File: config.mk
export PLATFORM = sky130hd
export DESIGN_NAME = polyphase_coeff_loader_flat
export DESIGN_NICKNAME = d
export VERILOG_FILES = /design/src/rtl/polyphase_pkg.sv /design/src/rtl/polyphase_coeff_loader_if.sv /design/src/rtl/polyphase_coeff_loader_tap_ram.sv /design/src/rtl/polyphase_coeff_loader.sv /design/src/flat_wrapper.sv
export SDC_FILE = /design/constraint.sdc
export NUM_CORES = 1
export LEC_CHECK = 0
export BUFFER_PORTS_ARGS = -buffer_cell sky130_fd_sc_hd__buf_2
export CAP_MARGIN = 20
export CORE_MARGIN = 8
export CORE_UTILIZATION = 55
export DETAILED_ROUTE_END_ITERATION = 12
export HOLD_SLACK_MARGIN = 0.1
export PLACE_DENSITY = 0.8
export RECOVER_POWER = 50
export SLEW_MARGIN = 20
export SYNTH_ARGS = -nofsm -noshare
export SYNTH_HDL_FRONTEND = slang
export SYNTH_SLANG_ARGS = --single-unit
export TNS_END_PERCENT = 30
File: constraint.sdc
create_clock -name clock -period 7.25 [get_ports clock]
set_input_delay 1.45 -clock clock [delete_from_list [all_inputs] [get_ports clock]]
set_output_delay 1.45 -clock clock [all_outputs]
set_load 0.05 [all_outputs]
File: src/rtl/polyphase_pkg.sv
// Shared definitions for the polyphase filter family: loader FSM states and
// the tap-address width helper used by both the loader and the filter.
package polyphase_pkg;

  typedef enum logic [1:0] {
    IDLE   = 2'd0,
    FLUSH  = 2'd1,
    STREAM = 2'd2,
    DONE   = 2'd3
  } fsm_state_t;

  // Degenerate single-tap banks still need a one-bit address.
  function automatic int tap_addr_w(input int number_taps);
    return (number_taps > 1) ? $clog2(number_taps) : 1;
  endfunction

endpackage

File: src/rtl/polyphase_coeff_loader_if.sv
// AXI-Stream coefficient channel from the loader to the polyphase filter.
interface polyphase_coeff_loader_if #(
  parameter int COEFFICIENT_WIDTH = 16
) ();

  logic signed [COEFFICIENT_WIDTH-1:0] tdata;
  logic                                tvalid;
  logic                                tlast;
  logic                                tready;

  modport master (output tdata, output tvalid, output tlast, input tready);
  modport slave  (input tdata, input tvalid, input tlast, output tready);

endinterface

File: src/rtl/polyphase_coeff_loader_tap_ram.sv
// Tap storage: simple dual-port RAM, one write port, one synchronous read
// port, no reset so contents survive a block reset.
module coeff_tap_ram #(
  parameter int DEPTH  = 32,
  parameter int WIDTH  = 16,
  parameter int ADDR_W = 5
) (
  input  logic                     clock,
  input  logic                     wr_en,
  input  logic [ADDR_W-1:0]        wr_addr,
  input  logic signed [WIDTH-1:0]  wr_data,
  input  logic [ADDR_W-1:0]        rd_addr,
  output logic signed [WIDTH-1:0]  rd_data
);

  logic signed [WIDTH-1:0] mem [DEPTH];

  always_ff @(posedge clock) begin
    if (wr_en) begin
      mem[wr_addr] <= wr_data;
    end
  end

  always_ff @(posedge clock) begin
    rd_data <= mem[rd_addr];
  end

endmodule

File: src/rtl/polyphase_coeff_loader.sv
// Holds one prototype tap set and, on request, resets the downstream filter
// and streams the taps over AXI-Stream, one transfer per tap.
module polyphase_coeff_loader
  import polyphase_pkg::*;
#(
  parameter int NUMBER_TAPS       = 32,
  parameter int COEFFICIENT_WIDTH = 16,
  parameter int RESET_CYCLES      = 4,
  parameter bit REVERSE_ORDER     = 1'b0
) (
  input  logic                                clock,
  input  logic                                reset,
  input  logic                                cfg_wr_en,
  input  logic [$clog2(NUMBER_TAPS)-1:0]      cfg_wr_addr,
  input  logic signed [COEFFICIENT_WIDTH-1:0] cfg_wr_data,
  input  logic                                load_start,
  output logic                                filter_reset,
  polyphase_coeff_loader_if.master            coefficients_out,
  output logic                                busy,
  output logic                                load_done,
  output logic                                cfg_error
);

  localparam int ADDR_W  = tap_addr_w(NUMBER_TAPS);
  localparam int FLUSH_W = (RESET_CYCLES > 1) ? $clog2(RESET_CYCLES) : 1;

  localparam logic [ADDR_W-1:0]  FIRST_IDX  = REVERSE_ORDER ? ADDR_W'(NUMBER_TAPS-1) : '0;
  localparam logic [ADDR_W-1:0]  LAST_IDX   = REVERSE_ORDER ? '0 : ADDR_W'(NUMBER_TAPS-1);
  localparam logic [FLUSH_W-1:0] FLUSH_LAST = FLUSH_W'(RESET_CYCLES-1);

  function automatic logic [ADDR_W-1:0] step_idx(input logic [ADDR_W-1:0] idx);
    if (REVERSE_ORDER) begin
      return (idx == '0) ? ADDR_W'(NUMBER_TAPS-1) : idx - 1'b1;
    end
    return (idx == ADDR_W'(NUMBER_TAPS-1)) ? '0 : idx + 1'b1;
  endfunction

  fsm_state_t                     state_q, state_d;
  logic [FLUSH_W-1:0]             flush_cnt;
  logic [ADDR_W-1:0]              tap_idx;
  logic [ADDR_W-1:0]              rd_addr;
  logic signed [COEFFICIENT_WIDTH-1:0] rd_data_p0;
  logic signed [COEFFICIENT_WIDTH-1:0] fwd_data_p0;
  logic                           fwd_vld_p0;
  logic signed [COEFFICIENT_WIDTH-1:0] tdata_p1;
  logic                           vld_p1;
  logic                           tlast_p1;

  logic busy_state, start_ok, wr_addr_ok, wr_ok, hs, flush_done;

  assign busy_state = (state_q == FLUSH) || (state_q == STREAM);
  assign start_ok   = load_start && !busy_state;
  assign wr_addr_ok = int'(cfg_wr_addr) < NUMBER_TAPS;
  assign wr_ok      = cfg_wr_en && !busy_state && wr_addr_ok;
  assign hs         = vld_p1 && coefficients_out.tready;
  assign flush_done = (state_q == FLUSH) && (flush_cnt == FLUSH_LAST);

  always_comb begin
    state_d = state_q;
    case (state_q)
      IDLE:    if (load_start) state_d = FLUSH;
      FLUSH:   if (flush_cnt == FLUSH_LAST) state_d = STREAM;
      STREAM:  if (hs && tlast_p1) state_d = DONE;
      DONE:    state_d = load_start ? FLUSH : IDLE;
      default: state_d = IDLE;
    endcase
  end

  // Read address runs one tap ahead of the output register; on a handshake
  // it jumps two ahead so the prefetch is ready for the following beat.
  always_comb begin
    rd_addr = FIRST_IDX;
    case (state_q)
      FLUSH:   if (flush_done) rd_addr = step_idx(FIRST_IDX);
      STREAM:  rd_addr = hs ? step_idx(step_idx(tap_idx)) : step_idx(tap_idx);
      default: rd_addr = FIRST_IDX;
    endcase
  end

  // Stage p0: tap RAM read (the prefetch register)
  coeff_tap_ram #(
    .DEPTH  (NUMBER_TAPS),
    .WIDTH  (COEFFICIENT_WIDTH),
    .ADDR_W (ADDR_W)
  ) u_tap_ram (
    .clock   (clock),
    .wr_en   (wr_ok),
    .wr_addr (cfg_wr_addr),
    .wr_data (cfg_wr_data),
    .rd_addr (rd_addr),
    .rd_data (rd_data_p0)
  );

  // A write to the first tap in the load_start cycle is missed by the RAM read
  // when RESET_CYCLES is 1, so it is captured here and forwarded.
  always_ff @(posedge clock) begin
    if (start_ok) begin
      fwd_data_p0 <= cfg_wr_data;
    end
  end

  always_ff @(posedge clock) begin
    if (reset) begin
      state_q      <= IDLE;
      flush_cnt    <= '0;
      tap_idx      <= '0;
      fwd_vld_p0   <= 1'b0;
      vld_p1       <= 1'b0;
      tlast_p1     <= 1'b0;
      tdata_p1     <= '0;
      filter_reset <= 1'b0;
      busy         <= 1'b0;
      load_done    <= 1'b0;
      cfg_error    <= 1'b0;
    end else begin
      state_q      <= state_d;
      flush_cnt    <= (state_q == FLUSH) ? flush_cnt + 1'b1 : '0;
      filter_reset <= (state_d == FLUSH);
      busy         <= (state_d == FLUSH) || (state_d == STREAM);
      load_done    <= (state_d == DONE);
      cfg_error    <= cfg_error
                      | (load_start && busy_state)
                      | (cfg_wr_en && (busy_state || !wr_addr_ok));
      if (start_ok) begin
        fwd_vld_p0 <= wr_ok && (cfg_wr_addr == FIRST_IDX);
      end
      // Stage p1: registered AXI-Stream output
      if (flush_done) begin
        vld_p1   <= 1'b1;
        tlast_p1 <= 1'b0;
        tdata_p1 <= fwd_vld_p0 ? fwd_data_p0 : rd_data_p0;
        tap_idx  <= FIRST_IDX;
      end else if (hs) begin
        if (tlast_p1) begin
          vld_p1   <= 1'b0;
          tlast_p1 <= 1'b0;
        end else begin
          tdata_p1 <= rd_data_p0;
          tap_idx  <= step_idx(tap_idx);
          tlast_p1 <= (step_idx(tap_idx) == LAST_IDX);
        end
      end
    end
  end

  assign coefficients_out.tdata  = tdata_p1;
  assign coefficients_out.tvalid = vld_p1;
  assign coefficients_out.tlast  = tlast_p1;

endmodule
File: src/flat_wrapper.sv
// flat-port wrapper written by rule: the top's interface ports become plain ports
module polyphase_coeff_loader_flat import polyphase_pkg::*;
#(
  parameter int NUMBER_TAPS       = 32,
  parameter int COEFFICIENT_WIDTH = 16,
  parameter int RESET_CYCLES      = 4,
  parameter bit REVERSE_ORDER     = 1'b0
)
  (clock, reset, cfg_wr_en, cfg_wr_addr, cfg_wr_data, load_start, filter_reset, busy, load_done, cfg_error, coefficients_out_tdata, coefficients_out_tvalid, coefficients_out_tlast, coefficients_out_tready);
  polyphase_coeff_loader_if #(.COEFFICIENT_WIDTH(COEFFICIENT_WIDTH)) coefficients_out_i ();
  input  logic clock;
  input  logic reset;
  input  logic cfg_wr_en;
  input  logic [$clog2(NUMBER_TAPS)-1:0] cfg_wr_addr;
  input  logic signed [COEFFICIENT_WIDTH-1:0] cfg_wr_data;
  input  logic load_start;
  output logic filter_reset;
  output logic busy;
  output logic load_done;
  output logic cfg_error;
  output wire logic [$bits(coefficients_out_i.tdata)-1:0] coefficients_out_tdata;
  output wire logic [$bits(coefficients_out_i.tvalid)-1:0] coefficients_out_tvalid;
  output wire logic [$bits(coefficients_out_i.tlast)-1:0] coefficients_out_tlast;
  input wire logic [$bits(coefficients_out_i.tready)-1:0] coefficients_out_tready;
  assign coefficients_out_tdata = coefficients_out_i.tdata;
  assign coefficients_out_tvalid = coefficients_out_i.tvalid;
  assign coefficients_out_tlast = coefficients_out_i.tlast;
  assign coefficients_out_i.tready = coefficients_out_tready;
  polyphase_coeff_loader #(.NUMBER_TAPS(NUMBER_TAPS), .COEFFICIENT_WIDTH(COEFFICIENT_WIDTH), .RESET_CYCLES(RESET_CYCLES), .REVERSE_ORDER(REVERSE_ORDER)) u_core (.clock(clock), .reset(reset), .cfg_wr_en(cfg_wr_en), .cfg_wr_addr(cfg_wr_addr), .cfg_wr_data(cfg_wr_data), .load_start(load_start), .filter_reset(filter_reset), .coefficients_out(coefficients_out_i), .busy(busy), .load_done(load_done), .cfg_error(cfg_error));
endmodule
==> qor.yml, run 1 <==
regToRegStartpoint: "u_core.tap_idx[0]$_SDFFE_PP0P_"
setup_tns_ns: 0
rsz0062_at_grt: "false"
synth_nets: 1223
switchingPower_mw: 1.30
grt_usage_pct: 21.4
worst_slack_ns: 2.12
layout_min_cycle_time_ns: 5.13
cts_max_level: 2
ios: 48
multi_input_area_um2: 5020
status: "complete, but fails checks"
timing.rr.end: "u_core.u_tap_ram.rd_data[10]$_DFF_P_"
start_kind: "register"
vias_per_cell: 6.33
fillerInstances: 2658
final_common_cell: "edfxtp_1"
period_share_pct: 70.7
syn-cell-area_um2: 22100
hp-class: "reg -> reg"
nets: 1320
relSlewSlack_pct: -15.3
die_width_um: 217
synth_area_leader_cell: "edfxtp_1"
drtAntennaViolNets: 0
sw_frac_of_total_pct: 19.8
seq_area_um2: 16800
setup_violations: 0
die_h_um: 217
avgSynthCellArea_um2: 18.7
leakagePower_nw: 8.01
p_int_mw: 5.26
clock_path_buffers: 3
synth_top_area_share_pct: 71.6
synth_cell_types: 56
r2r_setup_slack_ns: 2.12
wirelength_mm: 51.1
wl_per_cell_um: 27.6
violations: "max-capacitance violations, max-slew violations"
mostFrequentLayoutCells: "edfxtp_1 (528), nand2_1 (87), mux4_2 (79)"
post-place-ws_ns: 2.19
tightestPinTransition_ns: 1.73
combPwrFrac_pct: 1.7
hold_buffers: 0
vias: 11738
p_total_mw: 6.56
drive_gt1_share_pct: 22.5
seq_area_frac_synth_pct: 76.0
yosysWarnings: 0
finish.utilization_pct: 62.9
drtIter0Drc: 1553
grt_pass1_vias: 11649
gp_congestion: 0.823
io_buffers: 47
endpoint_kind: "register"
syn_to_final_growth_pct: 12.9
core-area_um2: 39700
start_util_pct: 55.7
hold_end: "u_core.cfg_error$_SDFF_PP0_"
peakVddDrop_uv: 247
synth_enable_flop_cells: 528
die_area_um2: 46900
critPathKind: "reg -> reg"
synthCells: 1186
cp_max_fo: 54
drcViolationCount: 0
ys_ff_latch: 576
post_cts.repair.setup_buffers: 0
reg2reg_depth: 16
dp.final_hpwl_mm: 28.6
grt_pass1_wl_mm: 74.5
hp-start: "u_core.cfg_error$_SDFF_PP0_"
drv_slew: 441
synthArstFlopShare_pct: 0
cts_tree: "built"
p_seq_share_pct: 55.8
cts_resized: 0
hold_viol_final: 0
clk_pin_slew_ns: 0.06
overflow: 0
synth_area_leaders: "edfxtp_1 (72%), mux4_2 (8.0%), dfxtp_1 (4.3%)"
crit_arrival_ns: 5.59
rows: 73
worst_skew_pair.late_latency_ns: 0.60
worst_hold_path.num_cells: 2
drt_first_pass_iters: 8
clock_skew_ns: 0.0199
cts_buffers: 56
clkPwrFrac_pct: 42.5
antenna_found_initial: 2
grt_start_max_net_pins: 55
max-cap-violations: 14
max_freq_mhz: 195
worstPathRequired_ns: 7.71
cts_sinks: 576
root_buffer: "clkbuf_16"
pwr_density_cell_nw_per_um2: 263
synth_ff_type: "edfxtp_1"
power groups by stage:
stage	clock, mW	sequential, mW	combinational (mW)
6_report	2.79	3.66	0.113
5_1_grt	2.95	3.66	0.120
2_1_floorplan	0	3.73	0.0321
4_1_cts	2.81	3.66	0.114
3_3_place_gp	0	3.73	0.108
3_5_place_dp	0	3.73	0.114
metrics by stage:
| stage | cells | hold WS, ns | area [µm²] |
|---|---|---|---|
| finish | 1853 | 0.453 | 25000 |
| global route | 1853 | 0.466 | 25000 |
| CTS | 1850 | 0.455 | 25000 |
| detailed placement | 1748 | 0.446 | 23200 |
| global placement | 1747 | 0.414 | 23200 |
| floorplan | 1186 | 0.405 | 22100 |
routing by layer:
metal	part of all wire, %	global-route usage, %
met5	0.024	0
met1	40	29.2
met3	9.7	4.75
met4	3.1	7.26
met2	47	33.9
critical path: stages, from the launching register on:
cell and delay (ns):
dfxtp_1 0.42, ha_1 0.30, and3_1 0.20, ha_1 0.36, and2b_1 0.31, ha_1 0.25
nor4b_1 0.16, ha_1 0.25, inv_1 0.11, o2111ai_2 0.17, a21oi_4 0.66, buf_16 0.23
buf_12 0.31, mux4_2 0.36, a22oi_1 0.42, o2111a_1 0.35, a21oi_1 0.07
synthesized netlist by cell type (all sizes together) (6+ instances only):
master,n
edfxtp,528
nand2,88
mux4,79
nor2,66
a21oi,58
dfxtp,48
mux2,44
mux2i,38
buf,35
a22oi,34
clkbuf,25
a211oi,17
a2111oi,15
o2111a,15
a222oi,14
ha,11
inv,6
nand3,6
o21ai,6
sequential cells by signal, indices dropped and copies added, names as in the netlist:
name and count:
u_core.filter_reset 1, u_core.fwd_vld_p0 1, u_core.fwd_data_p0 16, u_core.coefficients_out.tlast 1, u_core.flush_cnt 2, u_core.u_tap_ram.rd_data 16, u_core.coefficients_out.tvalid 1, u_core.busy 1
u_core.u_tap_ram.mem 512, u_core.cfg_error 1, u_core.state_q 2, u_core.coefficients_out.tdata 16, u_core.load_done 1, u_core.tap_idx 5
logic make-up (layout without fill, tap and decap cells):
group                    count (synthesis)  after routing  share of synthesized area, %
flip-flops                             576            576                          76.0
AND/OR/NAND/NOR                        197            197                          3.94
AO/OA/AOI/OAI                          170            170                          5.65
multiplexers                           161            161                          12.0
buffers and inverters                   66            207                          1.57
adder cells (fa/ha/maj)                 11             11                         0.622
XOR/XNOR                                 5              5                         0.232
other                                    0              1                             0
worst max path at each step:
stage               slack, ns                                    to                            from
global route             1.85  u_core.u_tap_ram.rd_data[14]$_DFF_P_  u_core.tap_idx[0]$_SDFFE_PP0P_
CTS                      2.15   u_core.u_tap_ram.rd_data[0]$_DFF_P_  u_core.tap_idx[0]$_SDFFE_PP0P_
floorplan                3.50  u_core.u_tap_ram.rd_data[10]$_DFF_P_  u_core.tap_idx[0]$_SDFFE_PP0P_
detailed placement       2.19   u_core.u_tap_ram.rd_data[0]$_DFF_P_  u_core.tap_idx[0]$_SDFFE_PP0P_
finish                   2.12  u_core.u_tap_ram.rd_data[10]$_DFF_P_  u_core.tap_idx[0]$_SDFFE_PP0P_
global placement         2.04  u_core.u_tap_ram.rd_data[14]$_DFF_P_  u_core.tap_idx[0]$_SDFFE_PP0P_
cell type report:
class	instances	share of cell area [%]
multi-input combinational	544	20.1
antenna	1	0.0100
clock buffer	67	5.90
sequential	576	67.3
timing repair buffer	99	2.78
inverter	6	0.0902
clock inverter	35	1.15
tap	525	2.63
(Power assumes the default switching activity.)
==> run 2: changes to the inputs <==
- PLACE_DENSITY: 0.8 -> 0.83
- clock period: 7.25 -> 4.6 ns (I/O delays scaled with it)
==> qor.yml, run 2 (same netlist as run 1, synthesis figures left out) <==
cts_tree: "built"  # unchanged
grt_start_max_net_pins: 53  # was 55
pwr_density_cell_nw_per_um2: 411  # was 263 nW/µm²
timing.rr.end: "u_core.u_tap_ram.rd_data[9]$_DFF_P_"  # was u_core.u_tap_ram.rd_data[10]$_DFF_P_
hp-class: "reg -> reg"  # unchanged
die_width_um: 217  # unchanged
post_cts.repair.setup_buffers: 0  # unchanged
die_h_um: 217  # unchanged
worstPathRequired_ns: 5.05  # was 7.71 ns
regToRegStartpoint: "u_core.tap_idx[0]$_SDFFE_PP0P_"  # unchanged
start_util_pct: 55.7  # unchanged
setup_tns_ns: 0  # unchanged
start_kind: "register"  # unchanged
cts_buffers: 54  # was 56
max-cap-violations: 16  # was 14
antenna_found_initial: 2  # unchanged
peakVddDrop_uv: 312  # was 247 µV
tightestPinTransition_ns: 1.91  # was 1.73 ns
hold_end: "u_core.flush_cnt[0]$_SDFF_PP0_"  # was u_core.cfg_error$_SDFF_PP0_
drcViolationCount: 0  # unchanged
overflow: 0  # unchanged
antennaDiodeCount: 0  # was 1
status: "complete, but fails checks"  # unchanged
worst_hold_path.num_cells: 1  # was 2
hold_slack_ns: 0.428  # was 0.453 ns
drtIter0Drc: 1950  # was 1553
mostFrequentLayoutCells: "edfxtp_1 (528), nand2_1 (87), mux4_2 (79)"  # unchanged
syn_to_final_growth_pct: 13.6  # was 12.9%
hp-start: "u_core.flush_cnt[0]$_SDFF_PP0_"  # was u_core.cfg_error$_SDFF_PP0_
clock_path_buffers: 3  # unchanged
rows: 73  # unchanged
dp.final_hpwl_mm: 31.4  # was 28.6 mm
post-place-ws_ns: 0.163  # was 2.19 ns
leakagePower_nw: 8.12  # was 8.01 nW
nets: 1343  # was 1320
worst_slack_ns: 0.121  # was 2.12 ns
grt_usage_pct: 22.9  # was 21.4%
reg2reg_depth: 15  # was 16
hold_viol_final: 0  # unchanged
critPathLaunch: "u_core.tap_idx[0]$_SDFFE_PP0P_"  # unchanged
drive_gt1_share_pct: 24.0  # was 22.5%
drv_slew: 510  # was 441
vias: 12445  # was 11.7k
final_common_cell: "edfxtp_1"  # unchanged
drt_first_pass_iters: 6  # was 8
finish.utilization_pct: 63.3  # was 62.9%
gp_congestion: 0.845  # was 0.823
die_area_um2: 46900  # unchanged
crit_arrival_ns: 4.93  # was 5.59 ns
cts_max_level: 2  # unchanged
max_stage_delay_ns: 0.55  # was 0.66 ns
root_buffer: "clkbuf_16"  # unchanged
wirelength_mm: 54.9  # was 51.1 mm
crit_top_cell: "ha_1"  # unchanged
fillerInstances: 2525  # was 2658
rsz0062_at_grt: "false"  # unchanged
drtAntennaViolNets: 0  # unchanged
r2r_setup_slack_ns: 0.12  # was 2.12 ns
max_freq_mhz: 223  # was 195 MHz
layout_min_cycle_time_ns: 4.48  # was 5.13 ns
violations: "max-capacitance violations, max-slew violations"  # unchanged
period_share_pct: 97.4  # was 70.7%
io_buffers: 47  # unchanged
grt_pass1_wl_mm: 80.2  # was 74.5 mm
relSlewSlack_pct: -27.0  # was -15.3%
regMostFlops: "u_core.u_tap_ram.mem"  # unchanged
critPathSlowestCell: "a22oi_1"  # was a21oi_4
setup_violations: 0  # unchanged
critPathKind: "reg -> reg"  # unchanged
cp_cell_sequence: "ha_1 > and3_1 > ha_1 > and2b_1 > ha_1 > nor4b_1 > ha_1 > nor2_1 > o211ai_1 > a21oi_4 > buf_12 > buf_4 > mux4_2 > a22oi_1 > a21oi_1"  # was ha_1 > and3_1 > ha_1 > and2b_1 > ha_1 > nor4b_1 > ha_1 > inv_1 > o2111ai_2 > a21oi_4 > buf_16 > buf_12 > mux4_2 > a22oi_1 > o2111a_1 > a21oi_1
cts_sinks: 576  # unchanged
clock_skew_ns: 0.0264  # was 0.0199 ns
largest_reg_flops: 512  # unchanged
p_total_mw: 10.3  # was 6.56 mW
cp_max_fo: 50  # was 54
core-area_um2: 39700  # unchanged
ios: 48  # unchanged
endpoint_kind: "register"  # unchanged
grt_pass1_vias: 12410  # was 11.6k
vias_per_cell: 6.64  # was 6.33
worst_skew_pair.late_latency_ns: 0.59  # was 0.60 ns
clk_pin_slew_ns: 0.06  # about the same
wl_per_cell_um: 29.3  # was 27.6 µm
[run 2: critical path: cells and delay by family (launching register included)]
kind                     cells  cell delay, ns
multiplexers                 1            0.31
AND/OR/NAND/NOR              4            0.93
flip-flops                   1            0.36
buffers and inverters        2            0.48
AO/OA/AOI/OAI                4            1.18
adder cells (fa/ha/maj)      4            1.04
[run 2: what timing repair did]
item,in CTS,in global routing
hold buffers,0,0
setup endpoints to repair,0,6
resized for setup,0,8
[run 2: area by class of cell]
type	count	area, µm²	share of cell area, %
clock buffers	68	1430	5.70
inverters	6	22.5	0.0896
repair buffers	124	873	3.47
flip-flops and latches	576	16800	66.9
well taps	525	657	2.61
clock inverters	32	292	1.16
multi-input cells	544	5050	20.1
[run 2: through the flow]
step / instance area [µm²] / instances
detailed placement: 23400 / 1775
CTS: 25100 / 1875
floorplan: 22100 / 1186
global placement: 23400 / 1775
finish: 25100 / 1875
global route: 25100 / 1875
[run 2: where the power goes]
group          internal, mW  switching, mW  leakage, nW
Sequential             5.76         0.0129         5.16
Combinational        0.0314          0.156         2.11
Clock                  2.49           1.90        0.849
Total                  8.28           2.07         8.12
[run 2: layer usage]
layer	wire, µm	GRT usage (%)
met1	20100	30.7
met2	26200	36.8
met5	26	0
met3	6470	4.51
met4	2220	8.79
[run 2: how the worst max path moves through the flow]
stage | endpoint | slack, ns
after global routing | u_core.u_tap_ram.rd_data[15]$_DFF_P_ | 0.01
after detailed placement | u_core.u_tap_ram.rd_data[1]$_DFF_P_ | 0.16
after CTS | u_core.u_tap_ram.rd_data[12]$_DFF_P_ | 0.10
final | u_core.u_tap_ram.rd_data[9]$_DFF_P_ | 0.12
after global placement | u_core.u_tap_ram.rd_data[1]$_DFF_P_ | 0.31
after floorplan | u_core.u_tap_ram.rd_data[10]$_DFF_P_ | 0.85
==> run 3: changes to the inputs <==
- CORE_MARGIN: 8 -> 4
- PLACE_DENSITY: 0.83 -> 0.8
- clock period: 4.6 -> 5.7 ns (I/O delays scaled with it)
==> qor.yml, run 3 (same netlist as run 1, synthesis figures left out) <==
ios: 48  # unchanged
layout_min_cycle_time_ns: 4.95  # was 4.48 ns
tightestPinTransition_ns: 1.85  # was 1.91 ns
leakagePower_nw: 8.07  # was 8.12 nW
cts_buffers: 55  # was 54
nets: 1334  # was 1343
start_kind: "register"  # unchanged
max-cap-violations: 15  # was 16
violations: "max-capacitance violations, max-slew violations"  # unchanged
critPathKind: "reg -> reg"  # unchanged
hold_end: "u_core.flush_cnt[0]$_SDFF_PP0_"  # unchanged
gp_congestion: 0.831  # was 0.845
drcViolationCount: 0  # unchanged
setup_tns_ns: 0  # unchanged
relSlewSlack_pct: -23.2  # was -27.0%
reg2reg_depth: 16  # was 15
drtIter0Drc: 1717  # was 1950
status: "complete, but fails checks"  # unchanged
hp-class: "reg -> reg"  # unchanged
drive_gt1_share_pct: 23.1  # was 24.0%
cts_sinks: 576  # unchanged
cts_resized: 0  # unchanged
drt_first_pass_iters: 7  # was 6
wl_per_cell_um: 27.8  # was 29.3 µm
overflow: 0  # unchanged
grt_pass1_wl_mm: 76.9  # was 80.2 mm
drtAntennaViolNets: 0  # unchanged
largest_reg_flops: 512  # unchanged
mostFrequentLayoutCells: "edfxtp_1 (528), nand2_1 (87), mux4_2 (79)"  # unchanged
final_common_cell: "edfxtp_1"  # unchanged
die_area_um2: 43500  # was 46900 µm²
regMostFlops: "u_core.u_tap_ram.mem"  # unchanged
antenna_found_initial: 1  # was 2
hp-start: "u_core.flush_cnt[0]$_SDFF_PP0_"  # unchanged
worst_hold_path.num_cells: 1  # unchanged
endpoint_kind: "register"  # unchanged
rsz0062_at_grt: "false"  # unchanged
die_h_um: 209  # was 217 µm
cts_tree: "built"  # unchanged
core-area_um2: 39700  # unchanged
vias_per_cell: 6.46  # was 6.64
grt_start_max_net_pins: 81  # was 53
antennaDiodeCount: 0  # unchanged
r2r_setup_slack_ns: 0.75  # was 0.12 ns
timing.rr.end: "u_core.u_tap_ram.rd_data[0]$_DFF_P_"  # was u_core.u_tap_ram.rd_data[9]$_DFF_P_
grt_pass1_vias: 11920  # was 12.4k
dp.final_hpwl_mm: 30.4  # was 31.4 mm
root_buffer: "clkbuf_16"  # unchanged
worst_skew_pair.late_latency_ns: 0.59  # about the same
hold_buffers: 0  # unchanged
max_freq_mhz: 202  # was 223 MHz
clk_pin_slew_ns: 0.06  # about the same
cp_max_fo: 44  # was 50
peakVddDrop_uv: 251  # was 312 µV
drv_slew: 510  # unchanged
setup_violations: 0  # unchanged
post_cts.repair.setup_buffers: 0  # unchanged
worstPathRequired_ns: 6.16  # was 5.05 ns
rows: 73  # unchanged
syn_to_final_growth_pct: 13.1  # was 13.6%
period_share_pct: 86.8  # was 97.4%
clock_skew_ns: 0.0150  # was 0.0264 ns
fillerInstances: 2592  # was 2525
clock_path_buffers: 3  # unchanged
start_util_pct: 55.7  # unchanged
hold_viol_final: 0  # unchanged
wirelength_mm: 51.9  # was 54.9 mm
finish.utilization_pct: 63.0  # was 63.3%
die_width_um: 209  # was 217 µm
regToRegStartpoint: "u_core.tap_idx[0]$_SDFFE_PP0P_"  # unchanged
grt_usage_pct: 23.6  # was 22.9%
hold_slack_ns: 0.430  # was 0.428 ns
io_buffers: 47  # unchanged
pwr_density_cell_nw_per_um2: 332  # was 411 nW/µm²
cts_max_level: 2  # unchanged
vias: 12081  # was 12.4k
crit_arrival_ns: 5.40  # was 4.93 ns
## run 3: cell types whose count changed in the layout (fill, tap and decap cells not counted), sizes merged
cell,previous run,this run
buf,104,92
bufinv,5,3
clkbuf,88,95
clkinv,24,25
## run 3: power by group
| group | total [mW] | internal, mW | leakage [nW] | switching (mW) |
|---|---|---|---|---|
| Sequential | 4.66 | 4.65 | 5.16 | 0.00956 |
| Combinational | 0.148 | 0.0246 | 2.05 | 0.123 |
| Clock | 3.50 | 2.01 | 0.865 | 1.50 |
| Total | 8.31 | 6.68 | 8.07 | 1.63 |
## run 3: worst max-delay path, cell delays in order (launching register included)
cell,delay (ns)
dfxtp_1,0.42
ha_1,0.29
and3_1,0.19
ha_1,0.36
and2b_1,0.32
ha_1,0.25
nor4b_1,0.16
ha_1,0.26
nor2_1,0.17
o211ai_1,0.17
a21oi_4,0.46
buf_8,0.24
buf_12,0.27
mux4_2,0.37
a2111oi_0,0.58
buf_4,0.23
a21oi_1,0.06
## run 3: worst max-delay path by stage
stage | start | end | cells after the start
floorplan | u_core.tap_idx[0]$_SDFFE_PP0P_ | u_core.u_tap_ram.rd_data[10]$_DFF_P_ | 16
global placement | u_core.tap_idx[0]$_SDFFE_PP0P_ | u_core.u_tap_ram.rd_data[2]$_DFF_P_ | 14
detailed placement | u_core.tap_idx[0]$_SDFFE_PP0P_ | u_core.u_tap_ram.rd_data[2]$_DFF_P_ | 15
CTS | u_core.tap_idx[0]$_SDFFE_PP0P_ | u_core.u_tap_ram.rd_data[0]$_DFF_P_ | 16
global route | u_core.tap_idx[0]$_SDFFE_PP0P_ | u_core.u_tap_ram.rd_data[0]$_DFF_P_ | 16
finish | u_core.tap_idx[0]$_SDFFE_PP0P_ | u_core.u_tap_ram.rd_data[0]$_DFF_P_ | 16
## run 3: per-stage QoR
stage / area (µm²) / worst slack (ns) / total power [mW] / cells
6_report: 25000 / 0.752 / 8.31 / 1869
5_1_grt: 25000 / 0.518 / 8.56 / 1869
4_1_cts: 25100 / 0.833 / 8.35 / 1869
3_5_place_dp: 23300 / 0.915 / 4.89 / 1765
3_3_place_gp: 23300 / 0.631 / 4.88 / 1763
2_1_floorplan: 22100 / 1.95 / 4.79 / 1186
## run 3: cell type report
cell class                      instances  area, µm²  share of cell area, %
Multi-Input combinational cell        544       5020                   20.0
Inverter                                6       22.5                 0.0900
Timing Repair Buffer                  114        761                   3.04
Clock buffer                           73       1520                   6.05
Clock inverter                         31        244                  0.975
Sequential cell                       576      16800                   67.2
Tap cell                              525        657                   2.62
## run 3: per-layer routing
layer	GRT usage [%]	vias to the layer above	share of wire, %
met5	0.445	-	0.023
met4	7.40	2	3.0
met3	5.79	109	11
met2	37.0	740	48
met1	33.5	6190	39
li1	-	5040	-
